--- config.mk ---
export PLATFORM = sky130hd
export DESIGN_NAME = counter_cmd_driver
export DESIGN_NICKNAME = d
export VERILOG_FILES = /design/src/rtl/cntdrv_pkg.sv /design/src/rtl/cntdrv_fifo.sv /design/src/rtl/counter_cmd_driver.sv
export SDC_FILE = /design/constraint.sdc
export NUM_CORES = 1
export LEC_CHECK = 0
export ABC_AREA = 1
export ABC_CLOCK_PERIOD_IN_PS = 2400
export CORE_MARGIN = 3
export CORE_UTILIZATION = 52
export DETAILED_ROUTE_END_ITERATION = 7
export GPL_ROUTABILITY_DRIVEN = 0
export PLACE_DENSITY = 0.73
export REMOVE_ABC_BUFFERS = 1
export SYNTH_ARGS = -nofsm -noshare
export SYNTH_HDL_FRONTEND = slang
export SYNTH_SLANG_ARGS = --single-unit
--- constraint.sdc ---
create_clock -name clk -period 2.4 [get_ports clk]
set_clock_uncertainty 0.1 [all_clocks]
set_input_delay 0.36 -clock clk [delete_from_list [all_inputs] [get_ports clk]]
set_output_delay 0.36 -clock clk [all_outputs]
set_load 0.1 [all_outputs]
--- src/rtl/cntdrv_pkg.sv ---
// Shared types and constants for the counter command driver.
package cntdrv_pkg;

  localparam int unsigned CNT_W = 3;

  localparam logic OP_INC  = 1'b0;
  localparam logic OP_LOAD = 1'b1;

  typedef struct packed {
    logic             op;
    logic [CNT_W-1:0] data;
  } cmd_t;

  typedef enum logic {StIdle, StIssue} state_e;

endpackage

--- src/rtl/cntdrv_fifo.sv ---
// Registered command FIFO: pops see only entries written at earlier edges, pushes refused when full.
module cntdrv_fifo #(
  parameter int unsigned DEPTH = 4,
  parameter int unsigned WIDTH = 4
) (
  input  logic                     clk,
  input  logic                     rst,
  input  logic                     push_i,
  input  logic                     pop_i,
  input  logic [WIDTH-1:0]         wdata_i,
  output logic [WIDTH-1:0]         rdata_o,
  output logic                     full_o,
  output logic                     empty_o,
  output logic [$clog2(DEPTH):0]   count_o
);

  localparam int unsigned PtrW = $clog2(DEPTH);

  logic [WIDTH-1:0] mem_q [DEPTH];
  logic [PtrW-1:0]  wr_ptr_q, wr_ptr_d;
  logic [PtrW-1:0]  rd_ptr_q, rd_ptr_d;
  logic [PtrW:0]    count_q, count_d;
  logic             do_push, do_pop;

  assign full_o  = (count_q == (PtrW + 1)'(DEPTH));
  assign empty_o = (count_q == '0);
  assign count_o = count_q;
  assign rdata_o = mem_q[rd_ptr_q];

  // Full blocks the push even when a pop happens at the same edge.
  assign do_push = push_i && !full_o;
  assign do_pop  = pop_i && !empty_o;

  always_comb begin
    wr_ptr_d = wr_ptr_q;
    rd_ptr_d = rd_ptr_q;
    count_d  = count_q;
    if (do_push) wr_ptr_d = wr_ptr_q + PtrW'(1);
    if (do_pop)  rd_ptr_d = rd_ptr_q + PtrW'(1);
    if (do_push && !do_pop) begin
      count_d = count_q + (PtrW + 1)'(1);
    end else if (!do_push && do_pop) begin
      count_d = count_q - (PtrW + 1)'(1);
    end
  end

  always_ff @(posedge clk) begin
    if (rst) begin
      wr_ptr_q <= '0;
      rd_ptr_q <= '0;
      count_q  <= '0;
    end else begin
      wr_ptr_q <= wr_ptr_d;
      rd_ptr_q <= rd_ptr_d;
      count_q  <= count_d;
    end
  end

  always_ff @(posedge clk) begin
    if (do_push) mem_q[wr_ptr_q] <= wdata_i;
  end

endmodule

--- src/rtl/counter_cmd_driver.sv ---
// Queues LOAD / INC-burst commands and drives the counter's ld/inc/data_in one beat per clock.
// Define CNTDRV_SHADOW_EN to add a shadow copy of the counter and a sticky mismatch flag.
module counter_cmd_driver #(
  parameter int unsigned DEPTH = 4,
  parameter int unsigned CNT_W = 3
) (
  input  logic             clk,
  input  logic             rst,
  input  logic             cmd_valid,
  output logic             cmd_ready,
  input  logic             cmd_op,
  input  logic [CNT_W-1:0] cmd_data,
  output logic             ld,
  output logic             inc,
  output logic [CNT_W-1:0] data_in,
`ifdef CNTDRV_SHADOW_EN
  input  logic [CNT_W-1:0] cnt_value,
  output logic             mismatch,
`endif
  output logic             busy
);

  import cntdrv_pkg::*;

  logic [CNT_W:0]         fifo_rdata;
  logic                   fifo_full, fifo_empty, fifo_pop;
  logic [$clog2(DEPTH):0] fifo_count;
  logic                   head_op;
  logic [CNT_W-1:0]       head_data;

  state_e           state_q, state_d;
  logic [CNT_W-1:0] beats_q, beats_d;
  logic             ld_q, ld_d;
  logic             inc_q, inc_d;
  logic [CNT_W-1:0] data_q, data_d;

  cntdrv_fifo #(
    .DEPTH (DEPTH),
    .WIDTH (CNT_W + 1)
  ) u_fifo (
    .clk     (clk),
    .rst     (rst),
    .push_i  (cmd_valid),
    .pop_i   (fifo_pop),
    .wdata_i ({cmd_op, cmd_data}),
    .rdata_o (fifo_rdata),
    .full_o  (fifo_full),
    .empty_o (fifo_empty),
    .count_o (fifo_count)
  );

  assign head_op   = fifo_rdata[CNT_W];
  assign head_data = fifo_rdata[CNT_W-1:0];
  assign cmd_ready = !fifo_full;

  // A new command is taken on the same edge the previous burst's last beat ends: no bubbles.
  always_comb begin
    state_d  = state_q;
    beats_d  = beats_q;
    ld_d     = 1'b0;
    inc_d    = 1'b0;
    data_d   = '0;
    fifo_pop = 1'b0;
    if ((state_q == StIdle || beats_q == '0) && !fifo_empty) begin
      fifo_pop = 1'b1;
      state_d  = StIssue;
      if (head_op == OP_LOAD) begin
        ld_d    = 1'b1;
        data_d  = head_data;
        beats_d = '0;
      end else begin
        inc_d   = 1'b1;
        beats_d = head_data;
      end
    end else if (beats_q != '0) begin
      inc_d   = 1'b1;
      beats_d = beats_q - CNT_W'(1);
    end else begin
      state_d = StIdle;
    end
  end

  always_ff @(posedge clk) begin
    if (rst) begin
      state_q <= StIdle;
      beats_q <= '0;
      ld_q    <= 1'b0;
      inc_q   <= 1'b0;
      data_q  <= '0;
    end else begin
      state_q <= state_d;
      beats_q <= beats_d;
      ld_q    <= ld_d;
      inc_q   <= inc_d;
      data_q  <= data_d;
    end
  end

  assign ld      = ld_q;
  assign inc     = inc_q;
  assign data_in = data_q;
  assign busy    = (state_q == StIssue) || (fifo_count != '0);

`ifdef CNTDRV_SHADOW_EN
  logic [CNT_W-1:0] shadow_q, shadow_d;
  logic             mismatch_q, mismatch_d;

  // Shadow tracks what the counter should hold given the strobes already issued.
  always_comb begin
    shadow_d = shadow_q;
    if (ld_q) begin
      shadow_d = data_q;
    end else if (inc_q) begin
      shadow_d = shadow_q + CNT_W'(1);
    end
    mismatch_d = mismatch_q || (cnt_value != shadow_q);
  end

  always_ff @(posedge clk) begin
    if (rst) begin
      shadow_q   <= '0;
      mismatch_q <= 1'b0;
    end else begin
      shadow_q   <= shadow_d;
      mismatch_q <= mismatch_d;
    end
  end

  assign mismatch = mismatch_q;
`endif

endmodule

After elaboration in Yosys (flattened, before gate mapping) --
Memories as Yosys holds them, arrays and structs flattened. A register that Yosys moved wholly into a read port is not among the register bits. Cells that the tools add are included. W data, S select, Z words.
Storage, ports and cells: register bits 16, memory bits (writable) 16, output and inout bits 7, word-level logic and storage cells 54, memories 1
Operators by class: $add $sub $neg 5, equal/unequal tests 2, muxes and demuxes 16, bitwise logic cells 3, reductions and logical operators 19
Memories:
- u_fifo.mem_q | depth 4, width 4, rd ports 1, clocked after Yosys merged registers in 1, write ports 1, line cntdrv_fifo.sv:19 | logic [WIDTH-1:0] mem_q [DEPTH];
Operator list (number):
- $mux W3 | 5
- $mux W1 | 9
- $logic_not A3 Y1 | 2
- $reduce_bool A3 Y1 | 2
- $sub A3 B1 Y3 const B | 2
- $logic_and A1 B1 Y1 | 5
- $add A2 B1 Y2 const B | 2
- $logic_not A1 Y1 | 4
- $mux W2 | 2
- $reduce_bool A2 Y1 | 2
- $add A3 B1 Y3 const B | 1
- $eq A3 B3 Y1 const B | 1
- $not A1 Y1 | 3
- $reduce_or A3 Y1 | 1
- $logic_or A1 B1 Y1 | 2
- $ne A2 B2 Y1 const B | 1
- $reduce_or A2 Y1 | 1

Depth between registers and ports, before layout --
word-level depth 8, mapped depth 13, depth with buffers taken out 13

Modules after synthesis --
Synthesis repeated with hierarchy kept, for this count alone.
Unflattened totals: cell total of the unflattened synthesis 164, area total of the unflattened synthesis 1537.7 um^2
Modules (own cells, without submodules):
- cntdrv_fifo | instances 1, cells each 109, area each 1103.6 um^2, sequential area each 660.6 um^2
- counter_cmd_driver | instances 1, cells each 55, area each 434.2 um^2, sequential area each 180.2 um^2

Worst setup path before layout --
Ideal clock, no wire load.
path type flip-flop to flip-flop, from register u_fifo.count_q[0] (netlist: u_fifo.count_o[0]), to register u_fifo.count_q[2] (netlist: u_fifo.count_o[2]), setup time 119 ps, arrival 2333 ps, required time 2181 ps, path slack -152 ps, stages on the path, launching flop included 12, buffers on the path 0, cell sequence dfxtp_1 > nor2_2 > nand2_1 > nand2_2 > inv_1 > ha_1 > inv_1 > fa_1 > nand2_1 > nand3_1 > o21ai_0 > a21oi_1
Between the ends: elaborated cells between the ends (all ways) 17, those cells by class add/sub (2); eq/ne (1); mux (3); reduce/logical (11)
RTL lines:
- start, declared | line cntdrv_fifo.sv:22 | logic [PtrW:0] count_q, count_d;
- start signal, assigned | line cntdrv_fifo.sv:55 | count_q <= count_d;
- $eq A3 B3 Y1 (*) | line cntdrv_fifo.sv:25 | assign full_o = (count_q == (PtrW + 1)'(DEPTH));
- $logic_not A1 Y1 (*)
- named net cmd_ready | line counter_cmd_driver.sv:10 | output logic cmd_ready,
- $logic_and A1 B1 Y1 (*) | line cntdrv_fifo.sv:31 | assign do_push = push_i && !full_o;
- named net u_fifo.do_push | line cntdrv_fifo.sv:23 | logic do_push, do_pop;
- $logic_not A1 Y1 | line cntdrv_fifo.sv:42 | end else if (!do_push && do_pop) begin
- $logic_and A1 B1 Y1 | line cntdrv_fifo.sv:42
- $reduce_bool A2 Y1 (no line)
Mark *: on every way through the listed nets, which the timed path passes. The rest lies on a longest branch. The select of a mux whose other input is x is not followed. A chain may end at the register's enable or synchronous reset.

Worst setup path after layout --
from register beats_q[0], to register u_fifo.count_q[2] (netlist: u_fifo.count_o[2])
Between the ends: word-level cells in the longest chain between the ends 8, elaborated cells between the ends (all ways) 10, those cells by class mux (2); reduce/logical (8)
RTL lines:
- start, declared | line counter_cmd_driver.sv:32 | logic [CNT_W-1:0] beats_q, beats_d;
- start signal, assigned | line counter_cmd_driver.sv:92 | beats_q <= beats_d;
- $logic_not A3 Y1 (*) | line counter_cmd_driver.sv:64 | if ((state_q == StIdle || beats_q == '0) && !fifo_empty) begin
- $logic_or A1 B1 Y1 (*) | line counter_cmd_driver.sv:64
- $logic_and A1 B1 Y1 (*) | line counter_cmd_driver.sv:64
- $mux W1 (*) | line counter_cmd_driver.sv:64
- $logic_and A1 B1 Y1 (*) | line cntdrv_fifo.sv:32 | assign do_pop = pop_i && !empty_o;
- $logic_not A1 Y1 | line cntdrv_fifo.sv:40 | if (do_push && !do_pop) begin
- $logic_and A1 B1 Y1 | line cntdrv_fifo.sv:40
- $mux W3 or $reduce_bool A2 Y1 (tied branches)
Mark *: on every way between the ends. The rest lies on a longest branch, timed or not.

==> impl_metrics.yaml <==
clocking:
  hold_buffers: 0
  clock_latency_ns: 0.33
  ctsResizeCount: 0
  cts_root_buf: "clkbuf_4"
  cts.htree.levels: 2
  clockBufferDepth: 2
  clkTransAtPathRegs_ns: 0.10
  clock-sinks: 34
  postCtsSetupBuffers: 0
  cts_buffers: 5
  cts_tree: "done"
critical_path:
  crit_required_ns: 2.57
  worstSetupPathType: "reg2reg"
  start_kind: "flop"
  critPathArrivalTime_ns: 2.25
  crit_path_max_fanout: 10
  cp-end-kind: "flop"
run:
  maxCapViolCount: 0
floorplan:
  core_mm2: 0.00278
  ios: 14
  die_w_um: 60.3
  start_util: 0.552
  num_rows: 19
  die_h_um: 60.3
  die_area_mm2: 0.00364
global_routing:
  antenna_found_initial: 0
  grt_use_total: 0.158
  grt.overflow.total: 0
  met2_usage: 0.238
  busiest_layer: "met2"
  gr-usage-met1: 0.196
  grt_max_degree: 11
  grt_pass1_vias: 972
  gr-usage-met3: 0.0713
  grt_pass1_wl_mm: 4.08
sta:
  hold_violations: 0
  max-slew-margin-rel: 0.714
  period_needed_ns: 2.08
  final-setup-viol-count: 0
  rsz0062_at_grt: "false"
  slew_violations: 0
  worst_pin_slew_ns: 0.428
  tns_ns: 0
  fin_hold_ws_ns: 0.408
  fmax_mhz: 480
  fin_crit_sh: 0.868
yosys:
  ys_warn_count: 0
  postSynthCellCount: 160
  syn_avg_cell_area_um2: 9.59
  synth_seq_area_share: 0.548
  syn_area_mm2: 0.00153
  ys_ff_latch: 34
  ys_types: 22
run_status:
  status: "finished clean"
route:
  drt_iter0_markers: 12
  ant_nets: 0
  drt_wl_total_mm: 2.25
  viasPerCell: 4.77
  post-route-drc-count: 0
  vias: 1006
  wire_per_inst_um: 10.7
  drt_pass1_iterations: 4
finish:
  layout.nets: 194
  post-route-util: 0.620
  n_fill_cell: 235
  syn_to_final_growth_pct: 12.4
  antennaDiodeCount: 0
  layout-drive-gt1-share: 0.194
  final_cells: 211
pwr:
  leakage_uw: 0.000777
  power-per-cell-area_mw_per_mm2: 1360
  ir_drop_mv: 0.918
  p_total_uw: 2350
placed_design:
  portBuffers: 13
  dp_cells: 203
  hpwl_mm: 1.78
worst_hold_path:
  hold_path.class: "reg2reg"
==> registers in the layout, indices dropped and copies added (netlist names), named ones only <==
signal and flops:
beats_q 3, data_in 3, inc 1, ld 1
state_q 1, u_fifo.count_o 3, u_fifo.mem_q 16, u_fifo.rd_ptr_q 2
u_fifo.wr_ptr_q 2
==> per-layer routing <==
layer / wire [um] / part of all wire
met3: 106 / 0.047
met4: 41 / 0.018
met1: 1040 / 0.46
met5: 0 / 0
met2: 1070 / 0.47
==> cell type report <==
type / instances / area, um2 / share of cell area
Sequential cell: 34 / 841 / 0.488
Multi-Input combinational cell: 93 / 554 / 0.321
Inverter: 32 / 128 / 0.0740
Timing Repair Buffer: 13 / 113 / 0.0653
Clock buffer: 6 / 41.3 / 0.0239
Tap cell: 31 / 38.8 / 0.0225
Clock inverter: 2 / 8.76 / 0.00508
==> critical path, stage by stage (launching register included) <==
cell and delay, ns:
dfxtp_1 0.32, inv_1 0.07, ha_1 0.21, nand2_2 0.10, nand2_2 0.07, nand2_4 0.13
ha_1 0.18, inv_1 0.06, fa_1 0.37, inv_1 0.06, nand2_1 0.04, nand3_1 0.09
o21ai_0 0.08, a21oi_1 0.13
==> path summary, 6_finish.rpt <==
kind,start,endpoint,slack (ns),cells past startpoint
hold reg to reg,u_fifo.rd_ptr_q[1]$_SDFFE_PP0P_,u_fifo.rd_ptr_q[1]$_SDFFE_PP0P_,0.41,2
setup reg to reg,beats_q[0]$_SDFFE_PP0P_,u_fifo.count_o[2]$_SDFFE_PP0P_,0.32,13
hold / removal,u_fifo.rd_ptr_q[1]$_SDFFE_PP0P_,u_fifo.rd_ptr_q[1]$_SDFFE_PP0P_,0.41,2
setup / recovery,beats_q[0]$_SDFFE_PP0P_,u_fifo.count_o[2]$_SDFFE_PP0P_,0.32,13
==> stage by stage <==
step | area (um2) | setup WS, ns
global route | 1720 | 0.0621
global placement | 1670 | 0.274
floorplan | 1520 | -0.152
detailed placement | 1670 | 0.214
CTS | 1720 | 0.296
finish | 1720 | 0.317
==> cells by family after synthesis <==
kind of cell | Yosys count | synth area share
DFF | 34 | 0.548
AOI/OAI and AO/OA | 20 | 0.0726
adders and majority gates | 8 | 0.0701
buffers and inverters | 33 | 0.0905
xor gates and xnor gates | 2 | 0.0114
and+or+nand+nor | 63 | 0.207
==> cell usage in the layout (no fill, tap or decap), types with 2 or more instances in the layout <==
cell             synthesis  routed
a21oi_1                 10      10
ha_1                     7       7
nand2_4                  3       3
nor2_1                   8       8
buf_4                    0       7
nand3_2                  2       2
dfxtp_1                 18      18
nand2_2                  6       6
o21ai_0                  6       6
inv_1                   28      28
nand3_1                 13      13
or2_2                    2       2
clkdlybuf4s50_1          0       6
clkbuf_4                 0       5
xor2_1                   2       2
a21oi_2                  3       3
edfxtp_1                16      16
inv_2                    3       3
nand2_1                 27      27
==> Yosys cell counts <==
library cell | n | area share
nand2_2 | 6 | 0.024
a21oi_2 | 3 | 0.017
nor2_1 | 8 | 0.020
a21oi_1 | 10 | 0.033
inv_1 | 28 | 0.069
nand2_4 | 3 | 0.022
dfxtp_1 | 18 | 0.23
o21ai_1 | 1 | 0.0033
ha_1 | 7 | 0.057
inv_8 | 1 | 0.0073
buf_6 | 1 | 0.0073
inv_2 | 3 | 0.0073
nand3_2 | 2 | 0.013
o21ai_0 | 6 | 0.020
nand2_1 | 27 | 0.066
xor2_1 | 2 | 0.011
nor2_4 | 1 | 0.0073
fa_1 | 1 | 0.013
or2_2 | 2 | 0.0082
edfxtp_1 | 16 | 0.31
nand3_1 | 13 | 0.042
nor2_2 | 1 | 0.0041
==> power breakdown <==
| group | total, uW | internal (uW) | switching, uW | leakage (uW) |
|---|---|---|---|---|
| Combinational | 1200 | 355 | 846 | 0.000452 |
| Sequential | 859 | 752 | 107 | 0.000295 |
| Clock | 288 | 110 | 178 | 0.0000297 |
| Total | 2350 | 1220 | 1130 | 0.000777 |
Power figures use the tool's default switching activity.
